File: config.mk
export PLATFORM = sky130hd
export DESIGN_NAME = frame_rx_modul
export DESIGN_NICKNAME = d
export VERILOG_FILES = /design/src/rtl/frame_rx_modul_pkg.sv /design/src/rtl/frame_rx_modul_gap_timer.sv /design/src/rtl/frame_rx_modul.sv
export SDC_FILE = /design/constraint.sdc
export NUM_CORES = 1
export LEC_CHECK = 0
export CAP_MARGIN = 20
export CORE_MARGIN = 2
export CORE_UTILIZATION = 43
export CTS_CLUSTER_SIZE = 28
export DETAILED_ROUTE_END_ITERATION = 7
export GPL_TIMING_DRIVEN = 0
export PLACE_DENSITY_LB_ADDON = 0.05
export SLEW_MARGIN = 20
export SYNTH_ARGS = -nofsm -noshare
export SYNTH_HDL_FRONTEND = slang
export SYNTH_HIERARCHICAL = 1
export SYNTH_SLANG_ARGS = --single-unit
File: constraint.sdc
create_clock -name i_clk -period 4 [get_ports i_clk]
set_input_delay 0.4 -clock i_clk [delete_from_list [all_inputs] [get_ports i_clk]]
set_output_delay 0.4 -clock i_clk [all_outputs]
set_load 0.005 [all_outputs]
File: src/rtl/frame_rx_modul_pkg.sv
// ---------------------------------------------------------------------------
// frame_rx_pkg
//   Shared types and constants for the frame receiver (and, later, the
//   matching transmit side).
//
//   state_e   : receiver FSM state (IDLE / SYNC / PAYLOAD)
//   SYNC0     : first header byte  (8'hA5)
//   SYNC1     : second header byte (8'h5A)
//   cntWidth  : width of a counter that indexes 0..depth-1, never below 1 bit
// ---------------------------------------------------------------------------
package frame_rx_pkg;

  typedef enum logic [1:0] {
    IDLE    = 2'd0,
    SYNC    = 2'd1,
    PAYLOAD = 2'd2
  } state_e;

  localparam logic [7:0] SYNC0 = 8'hA5;
  localparam logic [7:0] SYNC1 = 8'h5A;

  // A depth of 1 would give $clog2 == 0, which is not a legal vector width.
  function automatic int unsigned cntWidth(input int unsigned depth);
    return (depth > 1) ? $clog2(depth) : 1;
  endfunction

endpackage

File: src/rtl/frame_rx_modul_gap_timer.sv
// ---------------------------------------------------------------------------
// gap_timer
//   Saturating idle-gap counter. Counts clocks while enabled and flags the
//   update on which the count reaches TIMEOUT_CYCLES. Shared by the RX and
//   TX framing blocks.
//
//   i_clk     : system clock, rising edge
//   reset     : asynchronous, active-low reset
//   i_clr     : clear the count to zero (wins over counting)
//   i_en      : count this cycle
//   o_expired : high on the cycle whose clock edge brings the count to
//               TIMEOUT_CYCLES (combinational, qualified by i_en and ~i_clr)
// ---------------------------------------------------------------------------
module gap_timer #(
  parameter  int unsigned TIMEOUT_CYCLES = 1_000_000,
  localparam int unsigned CNT_W          = $clog2(TIMEOUT_CYCLES + 1)
) (
  input  logic i_clk,
  input  logic reset,
  input  logic i_clr,
  input  logic i_en,
  output logic o_expired
);

  localparam logic [CNT_W-1:0] LIMIT     = CNT_W'(TIMEOUT_CYCLES);
  localparam logic [CNT_W-1:0] LIMIT_M1  = CNT_W'(TIMEOUT_CYCLES - 1);

  logic [CNT_W-1:0] cnt_q;
  logic [CNT_W-1:0] cnt_d;

  // The counter parks at LIMIT instead of wrapping, so a long idle period
  // can never roll over into a value that looks like fresh activity.
  always_comb begin
    cnt_d = cnt_q;
    if (i_clr) begin
      cnt_d = '0;
    end else if (i_en && (cnt_q != LIMIT)) begin
      cnt_d = cnt_q + 1'b1;
    end
  end

  always_ff @(posedge i_clk or negedge reset) begin
    if (!reset) begin
      cnt_q <= '0;
    end else begin
      cnt_q <= cnt_d;
    end
  end

  // Flag the expiry on the edge that would take the count to LIMIT, so the
  // consumer can register its reaction on that same edge. A clear in the
  // same cycle suppresses it: fresh activity beats the timeout.
  assign o_expired = i_en && !i_clr && (cnt_q >= LIMIT_M1);

endmodule

File: src/rtl/frame_rx_modul.sv
// ---------------------------------------------------------------------------
// frame_rx_modul
//   Sits between uart_modul and filtre_modul. Hunts for the A5 5A header in
//   the raw byte stream, then forwards exactly row_depth*column_depth pixel
//   bytes tagged with their row/column and frame markers. A gap timer drops
//   a stalled frame so a lost byte cannot desynchronise the pipeline.
//
//   Parameters
//     clk_speed      : system clock in Hz (documents TIMEOUT_CYCLES)
//     D_BITS         : byte width
//     row_depth      : rows per frame
//     column_depth   : pixels per row
//     TIMEOUT_CYCLES : max idle clocks between bytes before abort
//
//   Ports
//     i_clk     : system clock, rising edge
//     reset     : asynchronous, active-low reset
//     i_data    : received byte from UART
//     i_drdy    : one-cycle strobe, i_data valid
//     o_data    : pixel byte to filter
//     o_dvalid  : one-cycle strobe, o_data and tags valid
//     o_row     : row index of o_data
//     o_col     : column index of o_data
//     o_sof     : first pixel of the frame (row 0, col 0)
//     o_eol     : last pixel of a row
//     o_eof     : last pixel of the frame
//     o_busy    : receiver is in SYNC or PAYLOAD
//     o_timeout : one-cycle pulse when a payload is aborted by the gap timer
// ---------------------------------------------------------------------------
module frame_rx_modul
  import frame_rx_pkg::*;
#(
  parameter  int unsigned clk_speed      = 100_000000,
  parameter  int unsigned D_BITS         = 8,
  parameter  int unsigned row_depth      = 450,
  parameter  int unsigned column_depth   = 500,
  parameter  int unsigned TIMEOUT_CYCLES = 1_000_000,
  localparam int unsigned ROW_W          = cntWidth(row_depth),
  localparam int unsigned COL_W          = cntWidth(column_depth)
) (
  input  logic              i_clk,
  input  logic              reset,
  input  logic [D_BITS-1:0] i_data,
  input  logic              i_drdy,
  output logic [D_BITS-1:0] o_data,
  output logic              o_dvalid,
  output logic [ROW_W-1:0]  o_row,
  output logic [COL_W-1:0]  o_col,
  output logic              o_sof,
  output logic              o_eol,
  output logic              o_eof,
  output logic              o_busy,
  output logic              o_timeout
);

  // A zero clock or timeout would make the gap timer meaningless.
  if (clk_speed == 0 || TIMEOUT_CYCLES == 0) begin : g_param_check
    $error("frame_rx_modul: clk_speed and TIMEOUT_CYCLES must be non-zero");
  end

  localparam logic [D_BITS-1:0] HDR0     = D_BITS'(SYNC0);
  localparam logic [D_BITS-1:0] HDR1     = D_BITS'(SYNC1);
  localparam logic [ROW_W-1:0]  ROW_LAST = ROW_W'(row_depth - 1);
  localparam logic [COL_W-1:0]  COL_LAST = COL_W'(column_depth - 1);

  // FSM state and position counters for the byte that arrives next.
  state_e            state_q, state_d;
  logic [ROW_W-1:0]  row_q, row_d;
  logic [COL_W-1:0]  col_q, col_d;

  // Registered output stage.
  logic [D_BITS-1:0] data_q, data_d;
  logic [ROW_W-1:0]  orow_q, orow_d;
  logic [COL_W-1:0]  ocol_q, ocol_d;
  logic              dvalid_q, dvalid_d;
  logic              sof_q, sof_d;
  logic              eol_q, eol_d;
  logic              eof_q, eof_d;
  logic              timeout_q, timeout_d;

  logic              gapClr;
  logic              gapEn;
  logic              gapExpired;
  logic              colLast;
  logic              rowLast;

  // The timer only runs while a header or payload is in progress. Holding
  // it clear in IDLE means every entry into SYNC/PAYLOAD starts from zero,
  // and every accepted byte restarts the gap measurement.
  assign gapEn  = (state_q != IDLE);
  assign gapClr = i_drdy || (state_q == IDLE);

  gap_timer #(
    .TIMEOUT_CYCLES (TIMEOUT_CYCLES)
  ) u_gap_timer (
    .i_clk     (i_clk),
    .reset     (reset),
    .i_clr     (gapClr),
    .i_en      (gapEn),
    .o_expired (gapExpired)
  );

  assign colLast = (col_q == COL_LAST);
  assign rowLast = (row_q == ROW_LAST);

  // Next-state and output-stage logic. Strobes default low every cycle so
  // they are single-cycle pulses; tag/data registers hold their last value.
  // In SYNC a repeated A5 keeps hunting, so A5 A5 5A is still a header.
  // A byte arriving on the expiry cycle is checked first and therefore
  // always beats the timeout.
  always_comb begin
    state_d   = state_q;
    row_d     = row_q;
    col_d     = col_q;
    data_d    = data_q;
    orow_d    = orow_q;
    ocol_d    = ocol_q;
    dvalid_d  = 1'b0;
    sof_d     = 1'b0;
    eol_d     = 1'b0;
    eof_d     = 1'b0;
    timeout_d = 1'b0;

    unique case (state_q)
      IDLE: begin
        if (i_drdy && (i_data == HDR0)) begin
          state_d = SYNC;
        end
      end

      SYNC: begin
        if (i_drdy) begin
          if (i_data == HDR1) begin
            state_d = PAYLOAD;
            row_d   = '0;
            col_d   = '0;
          end else if (i_data != HDR0) begin
            state_d = IDLE;
          end
        end else if (gapExpired) begin
          state_d = IDLE;
        end
      end

      PAYLOAD: begin
        if (i_drdy) begin
          data_d   = i_data;
          orow_d   = row_q;
          ocol_d   = col_q;
          dvalid_d = 1'b1;
          sof_d    = (row_q == '0) && (col_q == '0);
          eol_d    = colLast;
          eof_d    = colLast && rowLast;
          if (colLast) begin
            col_d = '0;
            if (rowLast) begin
              row_d   = '0;
              state_d = IDLE;
            end else begin
              row_d = row_q + 1'b1;
            end
          end else begin
            col_d = col_q + 1'b1;
          end
        end else if (gapExpired) begin
          timeout_d = 1'b1;
          state_d   = IDLE;
          row_d     = '0;
          col_d     = '0;
        end
      end

      default: begin
        state_d = IDLE;
      end
    endcase
  end

  always_ff @(posedge i_clk or negedge reset) begin
    if (!reset) begin
      state_q   <= IDLE;
      row_q     <= '0;
      col_q     <= '0;
      data_q    <= '0;
      orow_q    <= '0;
      ocol_q    <= '0;
      dvalid_q  <= 1'b0;
      sof_q     <= 1'b0;
      eol_q     <= 1'b0;
      eof_q     <= 1'b0;
      timeout_q <= 1'b0;
    end else begin
      state_q   <= state_d;
      row_q     <= row_d;
      col_q     <= col_d;
      data_q    <= data_d;
      orow_q    <= orow_d;
      ocol_q    <= ocol_d;
      dvalid_q  <= dvalid_d;
      sof_q     <= sof_d;
      eol_q     <= eol_d;
      eof_q     <= eof_d;
      timeout_q <= timeout_d;
    end
  end

  assign o_data    = data_q;
  assign o_dvalid  = dvalid_q;
  assign o_row     = orow_q;
  assign o_col     = ocol_q;
  assign o_sof     = sof_q;
  assign o_eol     = eol_q;
  assign o_eof     = eof_q;
  assign o_timeout = timeout_q;
  assign o_busy    = (state_q != IDLE);

endmodule
==> key figures, run 1 <==
Global route
  – First-pass GRT wire length: 13.9 mm
  – Tot GR Track Use: 19.7%
  – Number of global-route vias before repair: 2,809
  – GRT overflow: 0
  – Largest net degree at the start of global routing: 56
  – Initial antenna violation count: 0

Yosys
  – Post-synthesis sequential area ratio: 49.1%
  – Post-Syn Area per Cell: 9.56 um2
  – Top-area cell type share of the netlist area: 49.1%
  – Post-synth EDFFs: 0
  – Ys flop type: dfrtp_1
  – Syn_nets: 397
  – Yosys warnings: 6
  – Synth area leaders: dfrtp_1 (49%), nand2_1 (8.8%), xor2_1 (2.7%), ha_1 (2.4%), nor2_1 (2.3%)
  – Synth area leader: dfrtp_1
  – Post-synth ARST share: 100%
  – Syn Std Cell Area: 3620 um2
  – Number of synthesized register bits: 71
  – Mapped Cells: 379
  – Yosys cell types: 65

Die
  – Io pins: 43
  – Core area: 8180 um2
  – Die Span X: 95.8 um
  – Initial core utilization: 44.3%
  – Row count: 33
  – Height of the chip: 95.8 um
  – Die area: 9170 um2

Power
  – Combinational power share: 16.5%
  – Int Power: 1.28 mW
  – Sw Pwr: 0.471 mW
  – Static leakage: 2.00 nW
  – Clock Power Share: 37.1%
  – IR drop worst, VDD: 0.000184 V
  – Switching share of power: 26.8%
  – Reg power frac: 46.4%
  – P per Cell Area: 396 nW/um2

Clocking
  – Clk buf depth: 2
  – CTS Sinks: 71
  – TritonCTS clock tree: yes
  – Post CTS Setup Buffer Count: 0
  – H-tree Lvls: 3
  – Clock Latency Late Sink: 0.35 ns
  – Cts bufs inserted: 9
  – Clock Tree Root: clkbuf_8
  – Post-cts resize count: 0
  – Reg clk slew, reported paths: 0.08 ns

Critical path
  – Data required time at the worst endpoint: 4.23 ns
  – Critical path class: reg2reg
  – Setup crit end kind: flip-flop
  – CP Max Fanout: 7
  – CP Launch Type: flip-flop
  – R2R cell count: 8
  – Crit path DAT: 3.60 ns

Finish
  – Share of layout cells above drive strength 1: 10.7%
  – Fill count: 777
  – Util after Layout: 54.2%
  – Layout Nets: 452
  – Fin area: 4430 um2
  – Antenna diodes: 0
  – Synth-to-layout area growth: 22.3%

STA
  – RSZ-0062 raised after global routing: no
  – Final setup vio count: 0
  – Slew Limit Fails: 0
  – Tmin final: 3.37 ns
  – Final period util: 84.3%
  – Hold Fails Final Rpt: 0
  – Final Skew: 0.00480 ns
  – Hold_ws: 0.458 ns
  – Worst-Margin Slew: 0.918 ns
  – Rel. slew slack: 38.6%
  – Fmax: 297 MHz

Route
  – Post-DRT Antenna Nets: 0
  – Remaining DRCs: 0
  – DR WL/cell: 15.5 um
  – Drt total wl: 8.45 mm
  – First DRT Iteration DRCs: 121
  – Vias per Instance: 5.45
  – Vias: 2,967
  – Drt pass-1 iters: 4

Job
  – Number of max-cap violations: 0

Placement
  – Placed cell area: 4200 um2
  – Buffers on Ports: 42
  – RePlAce Congestion: 0.845
  – Post-detail-place hpwl: 6.02 mm

Worst hold path
  – Hold WC Path Type: in2async

Outcome
  – Run status: complete, no violations
## final timing paths
kind | slack, ns | endpoint | startpoint
setup reg to reg | 0.63 | row_q[8]$_DFFE_PN0P_ | u_gap_timer/cnt_q[15]$_DFFE_PN0P_
max in group asynchronous | 3.00 | col_q[2]$_DFFE_PN0P_ | reset
setup / recovery | 0.63 | row_q[8]$_DFFE_PN0P_ | u_gap_timer/cnt_q[15]$_DFFE_PN0P_
hold reg to reg | 0.48 | o_data[5]$_DFFE_PN0P_ | o_data[5]$_DFFE_PN0P_
hold / removal | 0.46 | u_gap_timer/cnt_q[14]$_DFFE_PN0P_ | reset
min in group i_clk | 0.48 | o_data[5]$_DFFE_PN0P_ | o_data[5]$_DFFE_PN0P_
## cell families (layout without fill, tap and decap cells)
family | after synthesis | count (layout) | synth area share, %
fa+ha+maj | 7 | 7 | 2.42
buf+inv | 27 | 87 | 3.21
mux | 7 | 7 | 2.11
compound gates | 55 | 55 | 11.2
simple gates | 201 | 201 | 29.4
flops | 71 | 71 | 49.0
xor+xnor | 11 | 11 | 2.66
## power groups by stage
stage	combinational [mW]	clock (mW)	sequential, mW
final	0.289	0.651	0.815
after CTS	0.295	0.663	0.816
after floorplan	0.141	0	0.825
after global routing	0.324	0.698	0.823
after global placement	0.286	0	0.830
after detailed placement	0.293	0	0.829
## worst max-delay path, stage by stage, from the launching register on
cell and delay (ns):
dfrtp_1 0.43, or4_4 0.57, nor3_4 0.24, nand4b_1 0.12, a2111oi_1 0.87, nor2_1 0.08, nor2_1 0.35, o21ai_2 0.20
a221o_1 0.38
## stage by stage
stage / total power, mW / setup WS, ns / instances / setup TNS, ns
6_report: 1.76 / 0.630 / 544 / 0
4_1_cts: 1.77 / 0.685 / 544 / 0
3_5_place_dp: 1.12 / 0.699 / 527 / 0
5_1_grt: 1.85 / 0.345 / 544 / 0
2_1_floorplan: 0.967 / 1.23 / 379 / 0
3_3_place_gp: 1.12 / -0.0749 / 526 / -4.89
## cell usage after synthesis, drive strengths merged, types with 7 or more instances
cell type / count
a22o: 7
nand2: 85
inv: 9
dfrtp: 71
and3: 9
nand4: 10
xor2: 11
nor3: 9
nor2: 22
a21oi: 9
nand3: 16
clkbuf: 13
o21ai: 13
nor4: 7
ha: 7
## cell type report
type                            count  area, um2  area share, %
Buffer                             17       78.8           1.78
Clock buffer                       11        141           3.19
Clock inverter                      5       81.3           1.84
Inverter                           10       37.5          0.847
Multi-Input combinational cell    281       1730           39.0
Sequential cell                    71       1780           40.1
Tap cell                          105        131           2.96
Timing Repair Buffer               44        455           10.3
## sequential cells by signal, summed over array words and instances (netlist names)
register and cells:
col_q 9, o_eol 1, o_timeout 1, o_sof 1, o_eof 1, o_row 9
row_q 9, state_q 2, u_gap_timer/cnt_q 20, o_data 8, o_col 9, o_dvalid 1
## cell usage in the layout, fill, tap and decap left out, types with 3 or more instances in the layout
| master | instances |
|---|---|
| nor2b_1 | 3 |
| mux2_2 | 5 |
| nor2_1 | 22 |
| clkbuf_1 | 12 |
| clkdlybuf4s50_1 | 41 |
| nand3_1 | 16 |
| a211o_1 | 5 |
| nor4bb_1 | 3 |
| and4_1 | 4 |
| inv_1 | 9 |
| nand2_1 | 85 |
| ha_1 | 7 |
| a22o_2 | 3 |
| and2_1 | 3 |
| or3_1 | 3 |
| xor2_1 | 11 |
| nand2b_1 | 5 |
| nand4_1 | 10 |
| a22o_1 | 4 |
| or2_2 | 4 |
| dfrtp_1 | 71 |
| nor4_1 | 6 |
| a21oi_1 | 8 |
| nor4b_1 | 3 |
| o21ai_0 | 10 |
| o22ai_1 | 3 |
| nor3_1 | 8 |
| o31ai_1 | 4 |
| clkbuf_8 | 10 |
| and3_1 | 8 |
## metal layers
metal / wire, um / global-route usage, % / vias to the layer above
met5: 0 / 0 / -
met2: 4190 / 32.0 / 48
met1: 3890 / 26.6 / 1449
met4: 121 / 7.50 / 0
li1: - / - / 1461
met3: 248 / 3.13 / 9
## repair_timing
action | 4_1_cts | 5_1_grt
hold buffers | 1 | 0
endpoints found under the hold margin | 16 | 0
setup endpoints to repair | 0 | 0
(Power assumes the default switching activity.)
==> run 2: changes to the inputs <==
clock period = 3.35 ns   (was 4 ns; I/O delays follow)
==> key figures, run 2 (synthesis results as in run 1) <==
Clocking
  – CTS Sinks: 71 (unchanged)
  – Post CTS Setup Buffer Count: 0 (unchanged)
  – TritonCTS clock tree: yes
  – Reg clk slew, reported paths: 0.08 ns (about the same)
  – Clk buf depth: 2 (unchanged)
  – Clock Tree Root: clkbuf_8
  – H-tree Lvls: 3 (unchanged)
  – Cts bufs inserted: 9 (unchanged)
  – Clock Latency Late Sink: 0.35 ns (about the same)

Route
  – DR WL/cell: 15.6 um (+0.15%)
  – Drt total wl: 8.47 mm (+0.15%)
  – First DRT Iteration DRCs: 119 (-1.7%)
  – Remaining DRCs: 0 (unchanged)
  – Vias per Instance: 5.45 (-0.13%)
  – Post-DRT Antenna Nets: 0 (unchanged)
  – Vias: 2,963 (-0.13%)
  – Drt pass-1 iters: 4 (unchanged)

Finish
  – Commonest non-fill, non-tap cell in the layout: nand2_1
  – Layout Nets: 452 (unchanged)
  – Fin area: 4440 um2 (+0.11%)
  – Most frequent cells in the layout: nand2_1 (85), dfrtp_1 (71), clkdlybuf4s50_1 (41)
  – Util after Layout: 54.3% (+0.061 points)
  – Share of layout cells above drive strength 1: 10.9% (+0.23 points)
  – Antenna diodes: 0 (unchanged)
  – Max reg flops: 20 (unchanged)
  – Largest reg by FF count: u_gap_timer/cnt_q
  – Synth-to-layout area growth: 22.5%

Critical path
  – Critical path depth in cells: 8 (unchanged)
  – Critical path class: reg2reg
  – CP Launch Type: flip-flop
  – R2R Setup Slk: 0.24 ns (-0.39 ns)
  – Critical Path Sink: row_q[8]$_DFFE_PN0P_
  – CP Cell Sequence: or4_4 > nor3_4 > nand4b_1 > a2111oi_2 > nor2_1 > nor2_1 > o21ai_2 > a221o_1
  – Worst r2r src: u_gap_timer/cnt_q[15]$_DFFE_PN0P_
  – Max incr delay on CP: 0.61 ns (-0.26 ns)
  – Crit path DAT: 3.34 ns (-0.26 ns)
  – Worst Path Buf+Inv: 0 (unchanged)
  – CP most frequent cell: nor2_1
  – Worst setup path start: u_gap_timer/cnt_q[15]$_DFFE_PN0P_
  – Setup crit end kind: flip-flop
  – CP Max Fanout: 7 (unchanged)
  – Top delay family on crit path: simple AND/OR/NAND/NOR gates
  – Slowest stage cell, crit path: a2111oi_2
  – Data required time at the worst endpoint: 3.58 ns (-0.65 ns)
  – Reg2reg end: row_q[8]$_DFFE_PN0P_
  – R2R cell count: 8 (unchanged)

Die
  – Die area: 9170 um2 (unchanged)
  – Die Span X: 95.8 um (unchanged)
  – Io pins: 43 (unchanged)
  – Core area: 8180 um2 (unchanged)
  – Height of the chip: 95.8 um (unchanged)
  – Initial core utilization: 44.3% (unchanged)
  – Row count: 33 (unchanged)

Worst hold path
  – Hold WC Path Type: in2async

Outcome
  – Run status: complete, no violations

Power
  – P per Cell Area: 473 nW/um2 (+19%)
  – Total Power: 2.10 mW (+20%)
  – IR drop worst, VDD: 0.000221 V (+20%)
  – Static leakage: 2.00 nW (about the same)

STA
  – RSZ-0062 raised after global routing: no
  – Worst-Margin Slew: 0.563 ns (-0.355 ns)
  – Fmax: 321 MHz (+8.3%)
  – Rel. slew slack: 62.4% (+24 points)
  – Final setup vio count: 0 (unchanged)
  – Final period util: 92.9% (+8.6 points)
  – Slew Limit Fails: 0 (unchanged)
  – Hold_ws: 0.392 ns (-0.0656 ns)
  – Hold Fails Final Rpt: 0 (unchanged)
  – Tmin final: 3.11 ns (-0.260 ns)
  – Final Skew: 0.00502 ns (+0.000224 ns)

Placement
  – Post-detail-place hpwl: 6.02 mm (unchanged)
  – RePlAce Congestion: 0.845 (unchanged)
  – Buffers on Ports: 42 (unchanged)
  – Placed cell area: 4200 um2 (unchanged)

Global route
  – Tot GR Track Use: 19.7% (unchanged)
  – First-pass GRT wire length: 13.9 mm (unchanged)
  – GRT overflow: 0 (unchanged)
  – Number of global-route vias before repair: 2,809 (unchanged)
  – Largest net degree at the start of global routing: 56 (unchanged)
  – Initial antenna violation count: 0 (unchanged)

Job
  – Number of max-cap violations: 0 (unchanged)
## run 2: cell counts in the layout (fill, tap and decap cells not counted)
Identical to the previous run, type by type.
## run 2: per-layer routing
| layer | GRT usage [%] | up-vias | routed length [um] |
|---|---|---|---|
| met5 | 0 | - | 0 |
| met4 | 7.50 | 0 | 138 |
| met3 | 3.13 | 11 | 238 |
| met2 | 32.0 | 46 | 4240 |
| met1 | 26.6 | 1448 | 3850 |
| li1 | - | 1458 | - |
## run 2: worst reg2reg max path: stages, from the launching register on
cell and delay [ns]:
dfrtp_1 0.43, or4_4 0.58, nor3_4 0.24, nand4b_1 0.15, a2111oi_2 0.61, nor2_1 0.08, nor2_1 0.33, o21ai_2 0.20
a221o_1 0.38
## run 2: how the worst min path moves through the flow
| stage | to | slack, ns | cells past startpoint |
|---|---|---|---|
| 6_report | u_gap_timer/cnt_q[14]$_DFFE_PN0P_ | 0.39 | 2 |
| 5_1_grt | u_gap_timer/cnt_q[18]$_DFFE_PN0P_ | 0.42 | 2 |
| 4_1_cts | u_gap_timer/cnt_q[14]$_DFFE_PN0P_ | 0.39 | 2 |
| 3_5_place_dp | u_gap_timer/cnt_q[18]$_DFFE_PN0P_ | 0.22 | 1 |
| 3_3_place_gp | o_data[5]$_DFFE_PN0P_ | 0.46 | 2 |
| 2_1_floorplan | col_q[0]$_DFFE_PN0P_ | 0.04 | 0 |
## run 2: report_power, final
part / total, mW / switching [mW] / internal [mW]
Clock: 0.780 / 0.339 / 0.440
Combinational: 0.346 / 0.176 / 0.170
Sequential: 0.973 / 0.0493 / 0.924
Total: 2.10 / 0.564 / 1.53
## run 2: stage by stage
step,setup TNS (ns),instances,setup WS (ns)
final,0,544,0.239
after detailed placement,0,527,0.0495
after floorplan,0,379,0.582
after global routing,0,544,0.0126
after CTS,0,544,0.0353
after global placement,-46.42,526,-0.660
## run 2: timing repair
item | 4_1_cts | 5_1_grt
hold buffers | 1 | 0
endpoints found under the setup margin | 0 | 18
endpoints found under the hold margin | 16 | 0
resized for setup | 0 | 1
## run 2: final cells by class
class | count | area [um2]
inverter | 10 | 37.5
tap | 105 | 131
timing repair buffer | 44 | 455
clock inverter | 5 | 81.3
sequential | 71 | 1780
multi-input combinational | 281 | 1730
buffer | 17 | 78.8
fill | 776 | 3740
clock buffer | 11 | 141
